### config.mk
export PLATFORM = sky130hd
export DESIGN_NAME = uart_transmitter_flat
export DESIGN_NICKNAME = d
export VERILOG_FILES = /design/src/rtl/uart_transmitter_if.sv /design/src/rtl/uart_transmitter.sv /design/src/flat_wrapper.sv
export SDC_FILE = /design/constraint.sdc
export NUM_CORES = 1
export LEC_CHECK = 0
export CAP_MARGIN = 20
export CORE_MARGIN = 3
export CORE_UTILIZATION = 25
export DETAILED_ROUTE_END_ITERATION = 8
export PLACE_DENSITY = 0.49
export SLEW_MARGIN = 30
export SYNTH_ARGS = -nofsm -noshare
export SYNTH_HDL_FRONTEND = slang
export SYNTH_SLANG_ARGS = --single-unit
export TNS_END_PERCENT = 30
### constraint.sdc
create_clock -name clk -period 5 [get_ports clk]
set_input_delay 1 -clock clk [delete_from_list [all_inputs] [get_ports clk]]
set_output_delay 1 -clock clk [all_outputs]
set_load 0.02 [all_outputs]
### src/rtl/uart_transmitter_if.sv
// rtl/uart_transmitter_if.sv - host-side byte request and serial output bundle for the UART transmitter
interface uart_transmitter_if;
    logic       txEn;
    logic       txStart;
    logic [7:0] in_data;
    logic       tx;
    logic       txBusy;
    logic       txDone;

    modport master (
        output txEn,
        output txStart,
        output in_data,
        input  tx,
        input  txBusy,
        input  txDone
    );

    modport slave (
        input  txEn,
        input  txStart,
        input  in_data,
        output tx,
        output txBusy,
        output txDone
    );
endinterface

### src/rtl/uart_transmitter.sv
// rtl/uart_transmitter.sv - 8N1/8O1/8E1 UART serialiser with registered outputs
module uart_transmitter #(
    parameter int CLK_FREQ  = 50000000,
    parameter int BAUD_RATE = 115200,
    parameter int PARITY    = 0
) (
    input  logic              clk,
    input  logic              rst_n,
    uart_transmitter_if.slave bus
);
    localparam int DIV = CLK_FREQ / BAUD_RATE;
    localparam int CW  = (DIV > 1) ? $clog2(DIV) : 1;
    localparam bit PAR_EN  = (PARITY == 1) || (PARITY == 2);
    localparam bit PAR_EVN = (PARITY == 2);

    typedef enum logic [2:0] {
        S_IDLE,
        S_START,
        S_DATA,
        S_PARITY,
        S_STOP
    } state_t;

    state_t         r_state;
    logic [CW-1:0]  r_baud_cnt;
    logic [2:0]     r_bit_idx;
    logic [7:0]     r_shift;
    logic           r_tx;
    logic           r_busy;
    logic           r_done;

    state_t         w_state_next;
    logic [CW-1:0]  w_cnt_next;
    logic [2:0]     w_idx_next;
    logic [7:0]     w_shift_next;
    logic           w_tx_next;
    logic           w_busy_next;
    logic           w_done_next;
    logic           w_baud_wrap;
    logic           w_accept;
    logic           w_par_bit;
    logic [2:0]     w_idx_inc;

    assign w_baud_wrap = (r_baud_cnt == CW'(DIV - 1));
    assign w_accept    = bus.txEn && bus.txStart;
    // Parity always comes from the latched byte so live input changes cannot leak in.
    assign w_par_bit   = PAR_EVN ? (^r_shift) : (~^r_shift);
    assign w_idx_inc   = r_bit_idx + 3'd1;

    // Next-state and next-output logic; every output is computed here and then registered.
    always_comb begin
        w_state_next = r_state;
        w_cnt_next   = r_baud_cnt;
        w_idx_next   = r_bit_idx;
        w_shift_next = r_shift;
        w_tx_next    = r_tx;
        w_busy_next  = r_busy;
        w_done_next  = 1'b0;

        case (r_state)
            S_IDLE: begin
                w_tx_next   = 1'b1;
                w_busy_next = 1'b0;
            end
            S_START: begin
                if (w_baud_wrap) begin
                    w_cnt_next   = '0;
                    w_idx_next   = 3'd0;
                    w_tx_next    = r_shift[0];
                    w_state_next = S_DATA;
                end else begin
                    w_cnt_next = r_baud_cnt + CW'(1);
                end
            end
            S_DATA: begin
                if (w_baud_wrap) begin
                    w_cnt_next = '0;
                    if (r_bit_idx == 3'd7) begin
                        if (PAR_EN) begin
                            w_tx_next    = w_par_bit;
                            w_state_next = S_PARITY;
                        end else begin
                            w_tx_next    = 1'b1;
                            w_state_next = S_STOP;
                        end
                    end else begin
                        w_idx_next = w_idx_inc;
                        w_tx_next  = r_shift[w_idx_inc];
                    end
                end else begin
                    w_cnt_next = r_baud_cnt + CW'(1);
                end
            end
            S_PARITY: begin
                if (w_baud_wrap) begin
                    w_cnt_next   = '0;
                    w_tx_next    = 1'b1;
                    w_state_next = S_STOP;
                end else begin
                    w_cnt_next = r_baud_cnt + CW'(1);
                end
            end
            S_STOP: begin
                if (w_baud_wrap) begin
                    w_cnt_next   = '0;
                    w_tx_next    = 1'b1;
                    w_busy_next  = 1'b0;
                    w_done_next  = 1'b1;
                    w_state_next = S_IDLE;
                end else begin
                    w_cnt_next = r_baud_cnt + CW'(1);
                end
            end
            default: begin
                w_state_next = S_IDLE;
                w_tx_next    = 1'b1;
                w_busy_next  = 1'b0;
            end
        endcase

        // Accepting on the final stop clock lets the next start bit follow with no idle gap.
        if (w_accept && ((r_state == S_IDLE) || ((r_state == S_STOP) && w_baud_wrap))) begin
            w_state_next = S_START;
            w_cnt_next   = '0;
            w_idx_next   = 3'd0;
            w_shift_next = bus.in_data;
            w_tx_next    = 1'b0;
            w_busy_next  = 1'b1;
        end
    end

    // State and output registers; reset aborts any frame and returns the line high at once.
    always_ff @(posedge clk or negedge rst_n) begin
        if (!rst_n) begin
            r_state    <= S_IDLE;
            r_baud_cnt <= '0;
            r_bit_idx  <= 3'd0;
            r_shift    <= 8'd0;
            r_tx       <= 1'b1;
            r_busy     <= 1'b0;
            r_done     <= 1'b0;
        end else begin
            r_state    <= w_state_next;
            r_baud_cnt <= w_cnt_next;
            r_bit_idx  <= w_idx_next;
            r_shift    <= w_shift_next;
            r_tx       <= w_tx_next;
            r_busy     <= w_busy_next;
            r_done     <= w_done_next;
        end
    end

    assign bus.tx     = r_tx;
    assign bus.txBusy = r_busy;
    assign bus.txDone = r_done;
endmodule

### src/flat_wrapper.sv
// flat-port wrapper written by rule: the top's interface ports become plain ports
module uart_transmitter_flat 
#(
    parameter int CLK_FREQ  = 50000000,
    parameter int BAUD_RATE = 115200,
    parameter int PARITY    = 0
)
  (clk, rst_n, bus_txEn, bus_txStart, bus_in_data, bus_tx, bus_txBusy, bus_txDone);
  uart_transmitter_if bus_i ();
  input  logic clk;
  input  logic rst_n;
  input wire logic [$bits(bus_i.txEn)-1:0] bus_txEn;
  input wire logic [$bits(bus_i.txStart)-1:0] bus_txStart;
  input wire logic [$bits(bus_i.in_data)-1:0] bus_in_data;
  output wire logic [$bits(bus_i.tx)-1:0] bus_tx;
  output wire logic [$bits(bus_i.txBusy)-1:0] bus_txBusy;
  output wire logic [$bits(bus_i.txDone)-1:0] bus_txDone;
  assign bus_i.txEn = bus_txEn;
  assign bus_i.txStart = bus_txStart;
  assign bus_i.in_data = bus_in_data;
  assign bus_tx = bus_i.tx;
  assign bus_txBusy = bus_i.txBusy;
  assign bus_txDone = bus_i.txDone;
  uart_transmitter #(.CLK_FREQ(CLK_FREQ), .BAUD_RATE(BAUD_RATE), .PARITY(PARITY)) u_core (.clk(clk), .rst_n(rst_n), .bus(bus_i));
endmodule
==> reports/results.ini, run 1 <==
[clocking]
cts_buffers = 3
cts_buffer_depth = 2
cts_resized = 0
clk_pin_slew_ps = 80
cts.root.buffer_cell = clkbuf_8
cts_tree = done
post_cts_buffers = 0
cts_htree_levels = 1
clk_latency_ps = 270
cts_sinks = 26
cts-hold-fix-buffers = 0

[cells_and_area]
regArea_um2 = 652
final_util_pct = 30.0
final_cell_mix = dfrtp_1 (25), clkdlybuf4s50_1 (14), nand2_1 (11), a21oi_1 (11), o21ai_0 (10)
final_common_cell = dfrtp_1
finalNetCount = 180
diodes = 0
final_area_um2 = 1790
drive_above_1_share_pct = 15.3
final_cells = 238
area_growth_pct = 15.5
fillerInstances = 650
multi_input_area_um2 = 821

[setup_path]
end_kind = output pin
worst-path-buf-inv = 1
critical_path_class = flop to output pin
worstPathCellList = clkdlybuf4s50_1
critPathLaunchType = flop
crit_path_top_delay_cell = clkdlybuf4s50_1
arrival_ps = 1410
crit_path_max_incr_delay_ps = 600
required_ps = 4000
cpLargestDelayFamily = buffers and inverters
worstPathMaxFanout = 2

[drt]
drt_wl_total_um = 3320
detail-route-antenna-nets = 0
vias_per_cell = 4.87
drtIter0Drc = 82
vias = 1160
wl_per_cell_um = 13.9
drcViolationCount = 0
firstDrtPassIters = 4

[pwr]
powerDensity_nw_per_um2 = 353
clock_power_share_pct = 19.6
combinationalPowerShare_pct = 28.2
p_leak_nw = 0.681
p_sw_share_pct = 33.3
intPower_mw = 0.420
vdd_drop_max_uv = 179
power_switching_mw = 0.210
finalPower_mw = 0.630
seq_power_share_pct = 52.1

[grt]
grtUsageTotal_pct = 10.2
grt_util_met1_pct = 15.0
overflow = 0
grt_pass1_wl_um = 5950
first_global_vias = 1196
grt_start_max_net_pins = 27
busiest_layer = met1
met2_usage_pct = 14.9
use_met3_pct = 2.65
grt_antenna_before_repair = 0

[sta]
slew_violations = 0
clock_skew_ps = 12.2
fin_crit_ps = 2410
hold_slack_ps = 507
setup_violations = 0
clock.fmax_mhz = 415
fin_crit_sh_pct = 48.2
relSlewSlack_pct = 59.7
fin_tns_setup_ps = 0
fin_ws_ps = 2590
worstMarginPinSlew_ps = 599
hold_viol = 0
rsz0062_at_grt = no

[run_status]
status = completed

[placement]
dpl.cell_count = 234
place_ws_ps = 2520
place_hpwl_um = 2410
gp_congestion = 0.719
placed_area_um2 = 1740
portBuffers = 14

[synth]
synth_edf_count = 0
yosysWarnings = 0
ys_seq_area_share_pct = 42.2
synth.avg_cell_area_um2 = 10.3
ys.flop_type = dfrtp_1
synth_cells = 150
synthArstFlopShare_pct = 100
yosysUniqueCellTypes = 57
synth_area_um2 = 1550
ys_seq_elements = 26
syn_nets = 166

[floorplanning]
die_w_um = 84.6
die_h_um = 84.6
start_util_pct = 25.9
rows = 28
design.core.area_um2 = 5960
num_io_pins = 15
die_area_um2 = 7160

[job]
cap_viol_max_count = 0

[hold_path]
hold_class = flop to flop

==> area by class of cell <==
cell class	instances	share of cell area, %
sequential	26	36.5
multi-input combinational	111	46.0
tap	75	5.26
clock buffer	4	2.52
inverter	7	1.47
timing repair buffer	15	8.27
==> final timing paths <==
| check | start | to | slack, ps | cells after the start |
|---|---|---|---|---|
| hold reg to reg | u_core.r_shift[2] | u_core.r_shift[2] | 510 | 1 |
| setup reg to reg | u_core.r_bit_idx[0] | u_core.bus.tx | 3000 | 6 |
| min in group asynchronous | rst_n | u_core.r_bit_idx[0] | 1080 | 2 |
| hold / removal | u_core.r_shift[2] | u_core.r_shift[2] | 510 | 1 |
| setup / recovery | u_core.bus.tx | bus_tx | 2590 | 1 |
| max in group asynchronous | rst_n | u_core.bus.tx | 3610 | 2 |
==> synthesized netlist by cell type, types with 3 or more instances <==
library cell | number | area share, %
nor2_1 | 6 | 1.5
o21ai_0 | 10 | 3.2
a21oi_1 | 11 | 3.6
nand2_1 | 11 | 2.7
nor3_1 | 4 | 1.3
dfrtp_1 | 25 | 40
mux2_2 | 7 | 5.1
o2bb2ai_1 | 3 | 1.7
ha_1 | 4 | 3.2
inv_1 | 7 | 1.7
nand3_1 | 7 | 2.3
mux2i_1 | 3 | 1.9
==> power by group through the flow <==
stage               combinational, mW  clock [mW]  sequential (mW)
floorplan                       0.138           0            0.315
global placement                0.179           0            0.331
detailed placement              0.180           0            0.331
CTS                             0.181       0.130            0.328
global route                    0.203       0.138            0.338
finish                          0.178       0.124            0.328
==> flip-flops by register name, indices dropped and copies added (netlist names) <==
name               flops
u_core.bus.tx          1
u_core.bus.txDone      1
u_core.r_shift         8
u_core.r_state         3
u_core.r_bit_idx       3
u_core.bus.txBusy      1
u_core.r_baud_cnt      9
==> cell families (layout without fill, tap and decap cells) <==
logic type / after synthesis / in the layout / share of synthesized area, %
XOR/XNOR: 1 / 1 / 0.567
buffers and inverters: 13 / 26 / 4.70
adder cells (fa/ha/maj): 5 / 5 / 3.97
AND/OR/NAND/NOR: 50 / 50 / 19.7
multiplexers: 12 / 12 / 9.47
flip-flops: 26 / 26 / 42.2
AO/OA/AOI/OAI: 43 / 43 / 19.4
==> layer usage <==
| layer | part of all wire [%] | up-vias |
|---|---|---|
| met2 | 42 | 16 |
| met1 | 54 | 552 |
| met3 | 2.7 | 2 |
| li1 | - | 590 |
| met5 | 0 | - |
| met4 | 1.1 | 0 |
Power figures use the tool's default switching activity.
==> inputs of run 2 (changes only) <==
==> constraint.sdc (replaced) <==
create_clock -name clk -period 2.4 [get_ports clk]
set_input_delay 0.48 -clock clk [delete_from_list [all_inputs] [get_ports clk]]
set_output_delay 0.48 -clock clk [all_outputs]
set_load 0.02 [all_outputs]
==> run 2 against run 1 <==
  * Non-clock buffer count increased by 2
  * Setup slack got worse by 2100 ps
  * Clock power increased to 2.9 times the previous value
  * Sequential power increased by 110%
  * Worst hold slack improved by 1.4 ps
  * Combinational power increased by 110%
  * Count of clock-buffer cells in the layout decreased by 1
  * Design area increased by 2.3%
  * Critical path depth unchanged
  * Critical endpoint unchanged
  * Largest cell class unchanged
  * Highest routed layer unchanged
==> reports/results.ini, run 2 (synthesized netlist as in run 1, its figures left out) <==
[run_status]
status = completed

[drt]
drt_wl_total_um = 3210  ; -3.2%
detail-route-antenna-nets = 0  ; unchanged
firstDrtPassIters = 4  ; unchanged
vias = 1196  ; +3.1%
wl_per_cell_um = 13.4  ; -4.0%
drcViolationCount = 0  ; unchanged
drtIter0Drc = 102  ; +24%
vias_per_cell = 4.98  ; +2.2%

[clocking]
cts_tree = done
cts_htree_levels = 1  ; unchanged
cts_buffers = 3  ; unchanged
cts.root.buffer_cell = clkbuf_8
cts_resized = 0  ; unchanged
clk_pin_slew_ps = 90  ; about the same
cts-hold-fix-buffers = 0  ; unchanged
cts_sinks = 26  ; unchanged
post_cts_buffers = 0  ; unchanged
clk_latency_ps = 270  ; about the same
cts_buffer_depth = 2  ; unchanged

[pwr]
vdd_drop_max_uv = 233  ; +30%
p_sw_share_pct = 30.6  ; -2.7 points
seq_power_share_pct = 48.1  ; -4.0 points
powerDensity_nw_per_um2 = 775  ; +120%
p_leak_nw = 0.705  ; +3.5%
combinationalPowerShare_pct = 26.3  ; -1.9 points
power_switching_mw = 0.433  ; +110%
intPower_mw = 0.983  ; +130%
clock_power_share_pct = 25.6  ; +6.0 points

[sta]
setup_violations = 0  ; unchanged
clock.fmax_mhz = 527
slew_violations = 0  ; unchanged
fin_tns_setup_ps = 0  ; unchanged
hold_viol = 0  ; unchanged
worstMarginPinSlew_ps = 558  ; -40.9 ps
fin_crit_ps = 1900
rsz0062_at_grt = no
clock_skew_ps = 6.17  ; -6.07 ps
relSlewSlack_pct = 62.5  ; +2.8 points
fin_crit_sh_pct = 79.0

[cells_and_area]
final_common_cell = dfrtp_1
drive_above_1_share_pct = 17.0  ; +1.6 points
area_growth_pct = 18.2
largest_reg_flops = 9  ; unchanged
fillerInstances = 628  ; -3.4%
finalNetCount = 182  ; +1.1%
regArea_um2 = 652  ; unchanged
diodes = 0  ; unchanged
top_register = u_core.r_baud_cnt
final_area_um2 = 1830  ; +2.3%
final_cell_mix = dfrtp_1 (25), clkdlybuf4s50_1 (14), nand2_1 (11), a21oi_1 (11), o21ai_0 (10)
top_regs = u_core.r_baud_cnt: 9 flops, u_core.r_shift: 8 flops
multi_input_area_um2 = 821  ; unchanged

[placement]
placed_area_um2 = 1760  ; +0.86%
gp_congestion = 0.764  ; +6.3%
place_hpwl_um = 2410  ; about the same
portBuffers = 14  ; unchanged

[hold_path]
hold_end = u_core.r_shift[6]
worstHoldPathCells = 1  ; unchanged
hold_class = flop to flop
hold_start = u_core.r_shift[6]

[floorplanning]
die_area_um2 = 7160  ; unchanged
start_util_pct = 25.9  ; unchanged
die_w_um = 84.6  ; unchanged
rows = 28  ; unchanged
num_io_pins = 15  ; unchanged
design.core.area_um2 = 5960  ; unchanged
die_h_um = 84.6  ; unchanged

[grt]
grt_start_max_net_pins = 27  ; unchanged
first_global_vias = 1152  ; -3.7%
grt_pass1_wl_um = 5690  ; -4.5%
grtUsageTotal_pct = 9.80  ; -0.37 points
grt_antenna_before_repair = 0  ; unchanged
overflow = 0  ; unchanged

[job]
cap_viol_max_count = 0  ; unchanged

[setup_path]
rr_endpoint = u_core.bus.txBusy
required_ps = 1920  ; -2080 ps
critPathLaunchType = flop
worstPathCellList = clkdlybuf4s50_1
r2r_start = u_core.r_baud_cnt[0]
worstPathMaxFanout = 2  ; unchanged
end_kind = output pin
crit_path_top_delay_cell = clkdlybuf4s50_1
critical_path_class = flop to output pin
arrival_ps = 1420  ; about the same
crit_path_max_incr_delay_ps = 600  ; about the same
reg2reg_slack_ps = 560  ; -2440 ps
cpLargestDelayFamily = buffers and inverters
reg2reg_depth = 5  ; -1
worst-path-buf-inv = 1  ; unchanged

-- run 2: cell types whose count changed in the layout (fill, tap and decap cells not counted) --
cell,previous run,this run
clkbuf_1,1,0
bufinv_16,0,1
buf_4,1,3
-- run 2: power by group through the flow --
stage | logic, mW | registers, mW | clock network (mW)
floorplan | 0.288 | 0.656 | 0
global placement | 0.376 | 0.692 | 0
detailed placement | 0.378 | 0.689 | 0
CTS | 0.380 | 0.681 | 0.382
global route | 0.421 | 0.706 | 0.393
finish | 0.373 | 0.681 | 0.363
-- run 2: worst max-delay path by stage --
| stage | start | end | slack, ps | depth (start not counted) |
|---|---|---|---|---|
| final | u_core.bus.tx | bus_tx | 500 | 1 |
| after global routing | u_core.r_baud_cnt[0] | u_core.bus.txBusy | 420 | 5 |
| after CTS | u_core.bus.tx | bus_tx | 480 | 1 |
| after detailed placement | bus_txEn | u_core.r_baud_cnt[5] | 440 | 5 |
| after global placement | bus_txEn | u_core.r_baud_cnt[5] | 460 | 5 |
| after floorplan | u_core.r_bit_idx[0] | u_core.bus.tx | 570 | 6 |
-- run 2: per-layer routing --
metal  routed length [um]  vias to the layer above  global-route usage [%]
li1                     -                      598                       -
met1                 1630                      575                    14.4
met2                 1420                       19                    13.8
met3                  104                        4                    1.86
met4                   53                        0                    4.32
met5                    0                        -                       0
-- run 2: metrics by stage --
| step | util [%] | power (mW) | std cells | hold WS (ps) | setup WS, ps |
|---|---|---|---|---|---|
| after global routing | 30.7 | 1.52 | 240 | 529 | 417 |
| after floorplan | - | 0.945 | 150 | 184 | 573 |
| after detailed placement | 29.5 | 1.07 | 236 | 490 | 438 |
| after CTS | 30.7 | 1.44 | 240 | 514 | 477 |
| final | 30.7 | 1.42 | 240 | 508 | 503 |
| after global placement | 29.5 | 1.07 | 236 | 488 | 461 |
-- run 2: area by class of cell --
type / count / area share (%)
timing repair buffer: 17 / 8.90
clock buffer: 3 / 2.26
inverter: 7 / 1.44
multi-input combinational: 111 / 44.9
tap: 75 / 5.14
sequential: 26 / 35.7
clock inverter: 1 / 1.64
